**config.mk**
```make
export PLATFORM = sky130hd
export DESIGN_NAME = mips32_instr_decoder_flat
export DESIGN_NICKNAME = d
export VERILOG_FILES = /design/src/rtl/mips32_pkg.sv /design/src/rtl/mips32_instr_decoder_if.sv /design/src/rtl/mips32_field_decode.sv /design/src/rtl/mips32_instr_decoder.sv /design/src/flat_wrapper.sv
export SDC_FILE = /design/constraint.sdc
export NUM_CORES = 1
export LEC_CHECK = 0
export CAP_MARGIN = 15
export CORE_MARGIN = 2
export CORE_UTILIZATION = 45
export DETAILED_ROUTE_END_ITERATION = 16
export PLACE_DENSITY = 0.8
export SLEW_MARGIN = 20
export SYNTH_ARGS = -nofsm -noshare
export SYNTH_HDL_FRONTEND = slang
export SYNTH_SLANG_ARGS = --single-unit
```
**constraint.sdc**
```tcl
create_clock -name clk1 -period 2.7 [get_ports clk1]
set_input_delay 0.54 -clock clk1 [delete_from_list [all_inputs] [get_ports clk1]]
set_output_delay 0.54 -clock clk1 [all_outputs]
set_load 0.02 [all_outputs]
```
**src/rtl/mips32_pkg.sv**
```systemverilog
// Shared MIPS32 decoder definitions: opcodes, field positions, class/ALU enums.
// Used by the decoder RTL and its testbenches.
package mips32_pkg;

    localparam logic [5:0] OP_ADD   = 6'b000000;
    localparam logic [5:0] OP_SUB   = 6'b000001;
    localparam logic [5:0] OP_AND   = 6'b000010;
    localparam logic [5:0] OP_OR    = 6'b000011;
    localparam logic [5:0] OP_SLT   = 6'b000100;
    localparam logic [5:0] OP_MUL   = 6'b000101;
    localparam logic [5:0] OP_LW    = 6'b001000;
    localparam logic [5:0] OP_SW    = 6'b001001;
    localparam logic [5:0] OP_ADDI  = 6'b001010;
    localparam logic [5:0] OP_SUBI  = 6'b001011;
    localparam logic [5:0] OP_SLTI  = 6'b001100;
    localparam logic [5:0] OP_BNEQZ = 6'b001101;
    localparam logic [5:0] OP_BEQZ  = 6'b001110;
    localparam logic [5:0] OP_HLT   = 6'b111111;

    localparam int OP_HI  = 31;
    localparam int OP_LO  = 26;
    localparam int RS_HI  = 25;
    localparam int RS_LO  = 21;
    localparam int RT_HI  = 20;
    localparam int RT_LO  = 16;
    localparam int RD_HI  = 15;
    localparam int RD_LO  = 11;
    localparam int IMM_HI = 15;
    localparam int IMM_LO = 0;

    typedef enum logic [2:0] {
        CLS_NOP     = 3'd0,
        CLS_RR      = 3'd1,
        CLS_RM      = 3'd2,
        CLS_LOAD    = 3'd3,
        CLS_STORE   = 3'd4,
        CLS_BRANCH  = 3'd5,
        CLS_HALT    = 3'd6,
        CLS_ILLEGAL = 3'd7
    } cls_e;

    typedef enum logic [2:0] {
        ALU_ADD = 3'd0,
        ALU_SUB = 3'd1,
        ALU_AND = 3'd2,
        ALU_OR  = 3'd3,
        ALU_SLT = 3'd4,
        ALU_MUL = 3'd5
    } alu_e;

    // stop: the word freezes the stream once it leaves the stage
    typedef struct packed {
        cls_e        cls;
        alu_e        alu;
        logic [4:0]  rs;
        logic [4:0]  rt;
        logic [4:0]  dst;
        logic        rs_use;
        logic        rt_use;
        logic        wr;
        logic        bz;
        logic        ill;
        logic        stop;
        logic [31:0] imm;
    } dec_t;

endpackage

```
**src/rtl/mips32_instr_decoder_if.sv**
```systemverilog
// Fetch-side and issue-side handshake bundle of the MIPS32 decoder.
// slave = decoder view, master = surrounding pipeline view.
interface mips32_instr_decoder_if #(
    parameter int PC_W = 32
);
    logic            in_valid;
    logic            in_ready;
    logic [31:0]     instr;
    logic [PC_W-1:0] in_pc;
    logic            out_valid;
    logic            out_ready;
    logic [PC_W-1:0] out_pc;
    logic [2:0]      out_cls;
    logic [2:0]      out_alu;
    logic [4:0]      out_rs;
    logic [4:0]      out_rt;
    logic            out_rs_use;
    logic            out_rt_use;
    logic [4:0]      out_dst;
    logic            out_wr;
    logic [31:0]     out_imm;
    logic            out_bz;

    modport slave (
        input  in_valid, instr, in_pc, out_ready,
        output in_ready, out_valid, out_pc, out_cls, out_alu,
        output out_rs, out_rt, out_rs_use, out_rt_use,
        output out_dst, out_wr, out_imm, out_bz
    );

    modport master (
        output in_valid, instr, in_pc, out_ready,
        input  in_ready, out_valid, out_pc, out_cls, out_alu,
        input  out_rs, out_rt, out_rs_use, out_rt_use,
        input  out_dst, out_wr, out_imm, out_bz
    );
endinterface

```
**src/rtl/mips32_field_decode.sv**
```systemverilog
// Combinational MIPS32 field decoder: instr -> class, ALU op, reg use, dst, imm.
// DECODER_ILLEGAL_TRAP_EN: unknown opcodes decode as a stopping ILLEGAL class.
module mips32_field_decode
    import mips32_pkg::*;
(
    input  logic [31:0] instr,
    output dec_t        dec
);
    logic [5:0] op;

    always_comb begin
        op         = instr[OP_HI:OP_LO];
        dec        = '0;
        dec.cls    = CLS_NOP;
        dec.alu    = ALU_ADD;
        dec.rs     = instr[RS_HI:RS_LO];
        dec.rt     = instr[RT_HI:RT_LO];
        dec.imm    = {{16{instr[IMM_HI]}}, instr[IMM_HI:IMM_LO]};
        unique case (1'b1)
            (op[5:3] == 3'b000 && op[2:0] <= 3'd5): begin
                dec.cls    = CLS_RR;
                dec.alu    = alu_e'(op[2:0]);
                dec.rs_use = 1'b1;
                dec.rt_use = 1'b1;
                dec.dst    = instr[RD_HI:RD_LO];
            end
            (op == OP_ADDI || op == OP_SUBI || op == OP_SLTI): begin
                dec.cls    = CLS_RM;
                dec.alu    = (op == OP_SUBI) ? ALU_SUB :
                             (op == OP_SLTI) ? ALU_SLT : ALU_ADD;
                dec.rs_use = 1'b1;
                dec.dst    = instr[RT_HI:RT_LO];
            end
            (op == OP_LW): begin
                dec.cls    = CLS_LOAD;
                dec.rs_use = 1'b1;
                dec.dst    = instr[RT_HI:RT_LO];
            end
            (op == OP_SW): begin
                dec.cls    = CLS_STORE;
                dec.rs_use = 1'b1;
                dec.rt_use = 1'b1;
            end
            (op == OP_BNEQZ || op == OP_BEQZ): begin
                dec.cls    = CLS_BRANCH;
                dec.rs_use = 1'b1;
                dec.bz     = (op == OP_BEQZ);
            end
            (op == OP_HLT): begin
                dec.cls    = CLS_HALT;
                dec.stop   = 1'b1;
            end
            default: begin
                dec.ill    = 1'b1;
`ifdef DECODER_ILLEGAL_TRAP_EN
                dec.cls    = CLS_ILLEGAL;
                dec.stop   = 1'b1;
`else
                dec.cls    = CLS_NOP;
`endif
            end
        endcase
        // r0 is hardwired, so writes to it are dropped at decode
        dec.wr = (dec.cls == CLS_RR || dec.cls == CLS_RM ||
                  dec.cls == CLS_LOAD) && (dec.dst != 5'd0);
    end
endmodule

```
**src/rtl/mips32_instr_decoder.sv**
```systemverilog
// Registered MIPS32 decode stage with load-use bubble, halt freeze and counters.
// DECODER_ILLEGAL_TRAP_EN: illegal opcodes halt the stream like HLT.
module mips32_instr_decoder
    import mips32_pkg::*;
#(
    parameter int CNT_W = 16,
    parameter int PC_W  = 32
) (
    input  logic             clk1,
    input  logic             rst,
    mips32_instr_decoder_if.slave bus,
    output logic             halted,
    output logic             illegal,
    output logic [CNT_W-1:0] stall_cnt,
    output logic [CNT_W-1:0] dec_cnt
);
    dec_t            dec;
    dec_t            q;
    logic [PC_W-1:0] pc_q;
    logic            vld_q;
    logic            hlt_held;
    logic            hazard;
    logic            acc;
    logic            xfer;
    logic            bubble;

    mips32_field_decode u_fd (
        .instr (bus.instr),
        .dec   (dec)
    );

    // q.wr is already 0 for r0, so r0 never stalls
    assign hazard = vld_q && (q.cls == CLS_LOAD) && q.wr && bus.in_valid &&
                    ((dec.rs_use && dec.rs == q.dst) ||
                     (dec.rt_use && dec.rt == q.dst));

    assign bus.in_ready = !rst && !halted && !hlt_held && !hazard &&
                          (!vld_q || bus.out_ready);

    assign acc    = bus.in_valid && bus.in_ready;
    assign xfer   = vld_q && bus.out_ready;
    assign bubble = hazard && xfer;

    assign bus.out_valid  = vld_q;
    assign bus.out_pc     = pc_q;
    assign bus.out_cls    = q.cls;
    assign bus.out_alu    = q.alu;
    assign bus.out_rs     = q.rs;
    assign bus.out_rt     = q.rt;
    assign bus.out_rs_use = q.rs_use;
    assign bus.out_rt_use = q.rt_use;
    assign bus.out_dst    = q.dst;
    assign bus.out_wr     = q.wr;
    assign bus.out_imm    = q.imm;
    assign bus.out_bz     = q.bz;

    always_ff @(posedge clk1) begin
        if (rst) begin
            q         <= '0;
            pc_q      <= '0;
            vld_q     <= 1'b0;
            hlt_held  <= 1'b0;
            halted    <= 1'b0;
            illegal   <= 1'b0;
            stall_cnt <= '0;
            dec_cnt   <= '0;
        end else begin
            if (acc) begin
                q        <= dec;
                pc_q     <= bus.in_pc;
                vld_q    <= 1'b1;
                hlt_held <= dec.stop;
            end else if (xfer) begin
                vld_q    <= 1'b0;
            end
            if (xfer && q.stop) begin
                halted <= 1'b1;
            end
            if (xfer && q.ill) begin
                illegal <= 1'b1;
            end
            if (xfer && dec_cnt != '1) begin
                dec_cnt <= dec_cnt + 1'b1;
            end
            if (bubble && stall_cnt != '1) begin
                stall_cnt <= stall_cnt + 1'b1;
            end
        end
    end
endmodule
```
**src/flat_wrapper.sv**
```systemverilog
// flat-port wrapper written by rule: the top's interface ports become plain ports
module mips32_instr_decoder_flat import mips32_pkg::*;
#(
    parameter int CNT_W = 16,
    parameter int PC_W  = 32
)
  (clk1, rst, halted, illegal, stall_cnt, dec_cnt, bus_in_valid, bus_instr, bus_in_pc, bus_out_ready, bus_in_ready, bus_out_valid, bus_out_pc, bus_out_cls, bus_out_alu, bus_out_rs, bus_out_rt, bus_out_rs_use, bus_out_rt_use, bus_out_dst, bus_out_wr, bus_out_imm, bus_out_bz);
  mips32_instr_decoder_if #(.PC_W(PC_W)) bus_i ();
  input  logic clk1;
  input  logic rst;
  output logic halted;
  output logic illegal;
  output logic [CNT_W-1:0] stall_cnt;
  output logic [CNT_W-1:0] dec_cnt;
  input wire logic [$bits(bus_i.in_valid)-1:0] bus_in_valid;
  input wire logic [$bits(bus_i.instr)-1:0] bus_instr;
  input wire logic [$bits(bus_i.in_pc)-1:0] bus_in_pc;
  input wire logic [$bits(bus_i.out_ready)-1:0] bus_out_ready;
  output wire logic [$bits(bus_i.in_ready)-1:0] bus_in_ready;
  output wire logic [$bits(bus_i.out_valid)-1:0] bus_out_valid;
  output wire logic [$bits(bus_i.out_pc)-1:0] bus_out_pc;
  output wire logic [$bits(bus_i.out_cls)-1:0] bus_out_cls;
  output wire logic [$bits(bus_i.out_alu)-1:0] bus_out_alu;
  output wire logic [$bits(bus_i.out_rs)-1:0] bus_out_rs;
  output wire logic [$bits(bus_i.out_rt)-1:0] bus_out_rt;
  output wire logic [$bits(bus_i.out_rs_use)-1:0] bus_out_rs_use;
  output wire logic [$bits(bus_i.out_rt_use)-1:0] bus_out_rt_use;
  output wire logic [$bits(bus_i.out_dst)-1:0] bus_out_dst;
  output wire logic [$bits(bus_i.out_wr)-1:0] bus_out_wr;
  output wire logic [$bits(bus_i.out_imm)-1:0] bus_out_imm;
  output wire logic [$bits(bus_i.out_bz)-1:0] bus_out_bz;
  assign bus_i.in_valid = bus_in_valid;
  assign bus_i.instr = bus_instr;
  assign bus_i.in_pc = bus_in_pc;
  assign bus_i.out_ready = bus_out_ready;
  assign bus_in_ready = bus_i.in_ready;
  assign bus_out_valid = bus_i.out_valid;
  assign bus_out_pc = bus_i.out_pc;
  assign bus_out_cls = bus_i.out_cls;
  assign bus_out_alu = bus_i.out_alu;
  assign bus_out_rs = bus_i.out_rs;
  assign bus_out_rt = bus_i.out_rt;
  assign bus_out_rs_use = bus_i.out_rs_use;
  assign bus_out_rt_use = bus_i.out_rt_use;
  assign bus_out_dst = bus_i.out_dst;
  assign bus_out_wr = bus_i.out_wr;
  assign bus_out_imm = bus_i.out_imm;
  assign bus_out_bz = bus_i.out_bz;
  mips32_instr_decoder #(.CNT_W(CNT_W), .PC_W(PC_W)) u_core (.clk1(clk1), .rst(rst), .bus(bus_i), .halted(halted), .illegal(illegal), .stall_cnt(stall_cnt), .dec_cnt(dec_cnt));
endmodule
```
==> results of run 1 <==
[cell usage in the layout, fill, tap and decap left out, drive strengths merged, types with 8 or more instances in the layout]
cell	Yosys	layout
nand2	18	18
a21oi	85	85
nor2	31	31
xor2	18	18
buf	67	45
dfxtp	110	110
clkdlybuf4s50	0	181
nand3	73	73
nor2b	8	8
o31ai	10	10
or4	14	14
nand4	12	12
o21ai	77	77
clkbuf	38	10
[routing by layer]
layer,routed length [um],vias to the layer above,track usage
li1,-,2499,-
met1,6470,2488,0.299
met2,7360,216,0.387
met3,1110,26,0.0484
met4,374,0,0.0979
met5,0,-,0
[per-stage QoR]
stage               hold WS [ns]  total power, W  setup WS, ns
floorplan                  0.446         0.00203         0.130
global placement           0.454         0.00228        -0.464
detailed placement         0.465         0.00230        -0.508
CTS                        0.476         0.00351        0.0102
global route               0.501         0.00360       0.00382
finish                     0.474         0.00349        0.0378
[worst min path at each step]
stage                                         to  slack [ns]  cells past startpoint
after floorplan            u_core.bus.out_cls[2]        0.45                      2
after global placement            u_core.illegal        0.45                      2
after detailed placement          u_core.illegal        0.47                      2
after CTS                 u_core.bus.out_imm[12]        0.48                      2
after global routing        u_core.bus.out_rt[3]        0.50                      2
final                      u_core.bus.out_pc[12]        0.47                      2
[area by class of cell]
type	count	area (um^2)	area share
Multi-Input combinational cell	417	2440	0.330
Timing Repair Buffer	235	2290	0.310
Sequential cell	110	2200	0.298
Clock buffer	10	239	0.0323
Tap cell	143	179	0.0242
Clock inverter	4	25.0	0.00339
Inverter	4	15.0	0.00203
[worst min-delay path, delay by kind of cell, from the launching register on]
family / cells / cell delay (ns)
flip-flops: 1 / 0.30
AO/OA/AOI/OAI: 2 / 0.12
[report_power, final]
group / internal, W / total [W] / switching (W)
logic: 0.000282 / 0.000560 / 0.000278
registers: 0.00167 / 0.00171 / 0.0000331
clock network: 0.000638 / 0.00123 / 0.000587
[registers in the layout, summed over array words and instances (netlist names)]
register and flops:
u_core.bus.out_wr 1, u_core.bus.out_rs_use 1, u_core.bus.out_bz 1, u_core.illegal 1, u_core.stall_cnt 16, u_core.bus.out_rt 5, u_core.bus.out_alu 3, u_core.bus.out_valid 1
u_core.bus.out_imm 16, u_core.bus.out_pc 32, u_core.bus.out_cls 3, u_core.bus.out_dst 5, u_core.bus.out_rs 5, u_core.dec_cnt 16, u_core.bus.out_rt_use 1, u_core.q 2
u_core.halted 1
[logic make-up after synthesis]
group	after synthesis
and+or+nand+nor	193
AOI/OAI and AO/OA	192
DFF	110
buffers and inverters	109
xor gates and xnor gates	25
muxes	5
adders and majority gates	2
[what timing repair did]
item,CTS,global route
gates resized for setup,14,8
setup buffers,2,1
pin swaps,6,1
endpoints found under the setup margin,5,27
==> flow_metrics.tcl, run 1 <==
set metrics [dict create \
    rrSetupSlack_ns 0.34 \
    slew_viol_final 0 \
    globalRoute.totalOverflow 0 \
    crit_path_max_incr_delay_ns 0.48 \
    wl_per_cell_um 16.6 \
    ir_worst_vdd_mv 0.446 \
    cts_tree "built" \
    cpMaxStageDelayCell "clkdlybuf4s50_1" \
    p_per_area_mw_per_mm2 473 \
    synth_top_area_share 0.420 \
    r2r_end "u_core.stall_cnt[14]" \
    synth_top_family_by_area "compound AO/OA/AOI/OAI gates" \
    async_reset_ff_frac 0 \
    vias 5229 \
    syn_avg_cell_area_um2 8.24 \
    status "completed" \
    fp.dieW_um 112 \
    dpl_cell_area_mm2 0.00707 \
    arrival_ns 2.12 \
    ys_ff_latch 110 \
    worstPathMaxFanout 4 \
    cts.htree.levels 3 \
    hpwl_um 10700 \
    setup_viol 0 \
    dp_cells 906 \
    synth-simple-area-share 0.199 \
    cts_sinks 110 \
    fin_crit_sh 0.986 \
    synthCells 636 \
    critical_path.endpoint "bus_in_ready" \
    coreArea_mm2 0.0114 \
    synth.yosys.seq_area_share 0.420 \
    min_from "u_core.bus.out_pc[12]" \
    path_class "in2out" \
    ioPinCount 193 \
    antenna_left 0 \
    synth_compound_area_frac 0.205 \
    drc 0 \
    firstDrtPassIters 5 \
    holdBufCountCts 0 \
    synth_adder_area_share 0.00477 \
    gp_congestion 0.922 \
    critPathLaunchType "primary input" \
    fill_cells 954 \
    grt_setup_unrepaired "no" \
    dieArea_mm2 0.0125 \
    wirelength_um 15300 \
    grt_pass1_vias 4895 \
    synth_edf_count 0 \
    max_freq_ghz 0.376 \
    yosys_warnings 0 \
    worstPathCellList "clkdlybuf4s50_1 -> nand2b_4 -> a21oi_4 -> and4_4 -> o2111ai_4 -> and2_4 -> buf_4" \
    syn2layout_area_growth_pct 41.0 \
    synth_most_common_cell "dfxtp_1" \
    stdcell_count 923 \
    critPathRequiredTime_ns 2.16 \
    synth-xor-area-share 0.0418 \
    crit_buf_inv 2 \
    num-nets-final 847 \
    skew_ns 0.00806 \
    clk_pin_slew_ns 0.06 \
    maxCapViolCount 0 \
    hp-class "reg2reg" \
    drive_above_1_share 0.0936 \
    cts_max_path_buffers 2 \
    design_area_mm2 0.00739 \
    cp-end-kind "primary output" \
    antenna_found_initial 0 \
    crit_path_start "bus_instr[26]" \
    slew_headroom 0.555 \
    diodes 0 \
    numPortBuffers 192 \
    start_util 0.461 \
    synth_mux_area_frac 0.0103 \
    synth_ff_type "dfxtp_1" \
    rows 39 \
    utilization 0.650 \
    synthTopCellsByCount "dfxtp_1 (110), a21oi_1 (85), o21ai_0 (77)" \
    cts_made_buffers 9 \
    cts-root-buf "clkbuf_16" \
    min_period_ns 2.66 \
    grt_pass1_wl_um 24100 \
    synth_cell_type_count 46 \
    synth.cell_area_mm2 0.00524 \
    leakage_nw 2.59 \
    synth_area_leader_cell "dfxtp_1" \
    r2r_start "u_core.bus.out_dst[0]" \
    setup_tns_ns 0 \
    syn_nets 706 \
    vias_per_cell 5.67 \
    insertion_delay_ns 0.35 \
    grt.total_usage 0.234 \
    crit_family "buffers and inverters" \
    finalHoldViolCount 0 \
    cp.depth 7 \
    ys_top_cells_by_area "dfxtp_1 (42%), a21oi_1 (8.1%), buf_4 (7.6%)" \
    drt_iter0_drc 430 \
    die_h_um 112 \
    rr_worst_depth 7 \
    grt_max_degree 65 \
    worst_pin_slew_ns 0.668 \
]
(Power assumes the default switching activity.)
==> run 2, diff against run 1 <==
- CORE_ASPECT_RATIO: not set -> 1.25
==> run 2 against run 1 <==
Cell area is 0.74% higher. Power is 3.4% higher. Setup slack better by 0.036 ns. Sequential power hardly changed. Global-route usage is 0.058 points higher. Critical endpoint unchanged. Highest routed layer unchanged.
==> flow_metrics.tcl, run 2 (synthesis results as in run 1) <==
set metrics [dict create \
    status "completed" \
    slew_headroom 0.441 \
    worstPathMaxFanout 2 \
    maxCapViolCount 0 \
    firstDrtPassIters 5 \
    insertion_delay_ns 0.35 \
    antenna_left 0 \
    num-nets-final 845 \
    hold-worst-slack_ns 0.476 \
    hp-class "reg2reg" \
    gp_congestion 0.853 \
    start_util 0.456 \
    dieArea_mm2 0.0125 \
    multi_input_area_mm2 0.00246 \
    cp-end-kind "primary output" \
    r2r_end "u_core.stall_cnt[3]" \
    setup_viol 0 \
    ir_worst_vdd_mv 0.337 \
    max_freq_ghz 0.381 \
    min_from "u_core.bus.out_rt_use" \
    grt_max_degree 79 \
    antenna_found_initial 1 \
    vias_per_cell 5.67 \
    dpl_cell_area_mm2 0.00708 \
    post-place-ws_ns -0.567 \
    rr_worst_depth 7 \
    vias 5208 \
    seq_area_mm2 0.00220 \
    drc 0 \
    path_class "in2out" \
    worstPathCellList "clkdlybuf4s50_1 -> xor2_1 -> nor3_1 -> and4_4 -> o2111ai_4 -> and2_1 -> buf_2" \
    grt_pass1_wl_um 24000 \
    cts_made_buffers 9 \
    syn2layout_area_growth_pct 42.1 \
    design_area_mm2 0.00745 \
    fp.dieW_um 101 \
    skew_ns 0.00734 \
    power_w 0.00361 \
    die_h_um 125 \
    finalHoldViolCount 0 \
    rows 44 \
    p_per_area_mw_per_mm2 485 \
    cts_max_path_buffers 2 \
    slew_viol_final 0 \
    holdPathStages 2 \
    r2r_start "u_core.bus.out_dst[1]" \
    layout_commonest_cell "clkdlybuf4s50_1" \
    cts_tree "built" \
    numPortBuffers 192 \
    grt_pass1_vias 4870 \
    critPathLaunchType "primary input" \
    dp_cells 901 \
    fill_cells 937 \
    coreArea_mm2 0.0115 \
    min_period_ns 2.63 \
    crit_path_max_incr_delay_ns 0.51 \
    worst_pin_slew_ns 0.838 \
    largest_register_ffs 32 \
    drive_above_1_share 0.0974 \
    rrSetupSlack_ns 0.35 \
    holdBufCountCts 0 \
    wirelength_um 15200 \
    cts_sinks 110 \
    cts-root-buf "clkbuf_16" \
    globalRoute.totalOverflow 0 \
    cpMaxStageDelayCell "clkdlybuf4s50_1" \
    fin_ws_ns 0.0736 \
    leakage_nw 2.65 \
    critPathRequiredTime_ns 2.16 \
    final_cell_mix "clkdlybuf4s50_1 (181), dfxtp_1 (110), a21oi_1 (84), o21ai_0 (76), nand3_1 (73)" \
    hpwl_um 10600 \
    clk_pin_slew_ns 0.07 \
    ioPinCount 193 \
    hold_end "u_core.bus.out_rt_use" \
    fin_crit_sh 0.973 \
    stdcell_count 919 \
    drt_iter0_drc 287 \
    cts.htree.levels 3 \
    grt.total_usage 0.235 \
    grt_setup_unrepaired "no" \
    wl_per_cell_um 16.6 \
    arrival_ns 2.09 \
]
==> run 2: cell types whose count changed in the layout (fill, tap and decap cells not counted), sizes merged, moves of 2 or more <==
cell,previous run,this run
buf,45,43
clkinv,2,4
dlygate4sd2,6,1
dlymetal6s2s,3,8
==> run 2: critical path, delay by kind of cell <==
family | cells | cell delay, ns
buf+inv | 2 | 0.68
xor+xnor | 1 | 0.24
simple gates | 3 | 0.43
compound gates | 1 | 0.20
==> run 2: how the worst max path moves through the flow <==
stage / startpoint / endpoint / slack, ns / depth (start not counted)
finish: bus_instr[25] / bus_in_ready / 0.07 / 7
global route: bus_instr[21] / bus_in_ready / 0.01 / 7
CTS: bus_instr[30] / bus_in_ready / 0.02 / 7
detailed placement: bus_instr[30] / bus_in_ready / -0.57 / 7
global placement: bus_instr[30] / bus_in_ready / -0.53 / 7
floorplan: bus_instr[28] / bus_in_ready / 0.13 / 7
==> run 2: metal layers <==
layer / part of all wire / vias to the layer above / global-route usage
met5: 0 / - / 0
met4: 0.025 / 0 / 0.0951
met3: 0.067 / 27 / 0.0550
met2: 0.48 / 203 / 0.380
met1: 0.42 / 2476 / 0.299
li1: - / 2502 / -
==> run 2: area by class of cell <==
class | count | share of cell area
multi-input combinational | 417 | 0.330
timing repair buffer | 233 | 0.308
sequential | 110 | 0.296
clock buffer | 9 | 0.0302
tap | 138 | 0.0232
clock inverter | 7 | 0.00991
inverter | 4 | 0.00202
antenna | 1 | 0.000336
==> run 2: stage by stage <==
stage,TNS [ns],util
after floorplan,0,-
after global placement,-12.61,0.615
after detailed placement,-19.45,0.615
after CTS,0,0.644
after global routing,0,0.647
final,0,0.647
==> run 2: timing repair <==
item,4_1_cts,5_1_grt
pin swaps,3,7
setup buffers,0,1
resized for setup,12,11
endpoints found under the setup margin,5,10
==> run 2: power breakdown <==
part           leakage (nW)  switching, W  total [W]  internal, W
clock network         0.146      0.000616    0.00134     0.000723
logic                  1.61      0.000280   0.000565     0.000285
registers             0.894     0.0000338    0.00171      0.00167
==> run 3, diff against run 2 <==
- TNS_END_PERCENT: not set -> 5
==> results of run 3 <==
Final layout, timing and power as in run 2 (identical DEF).
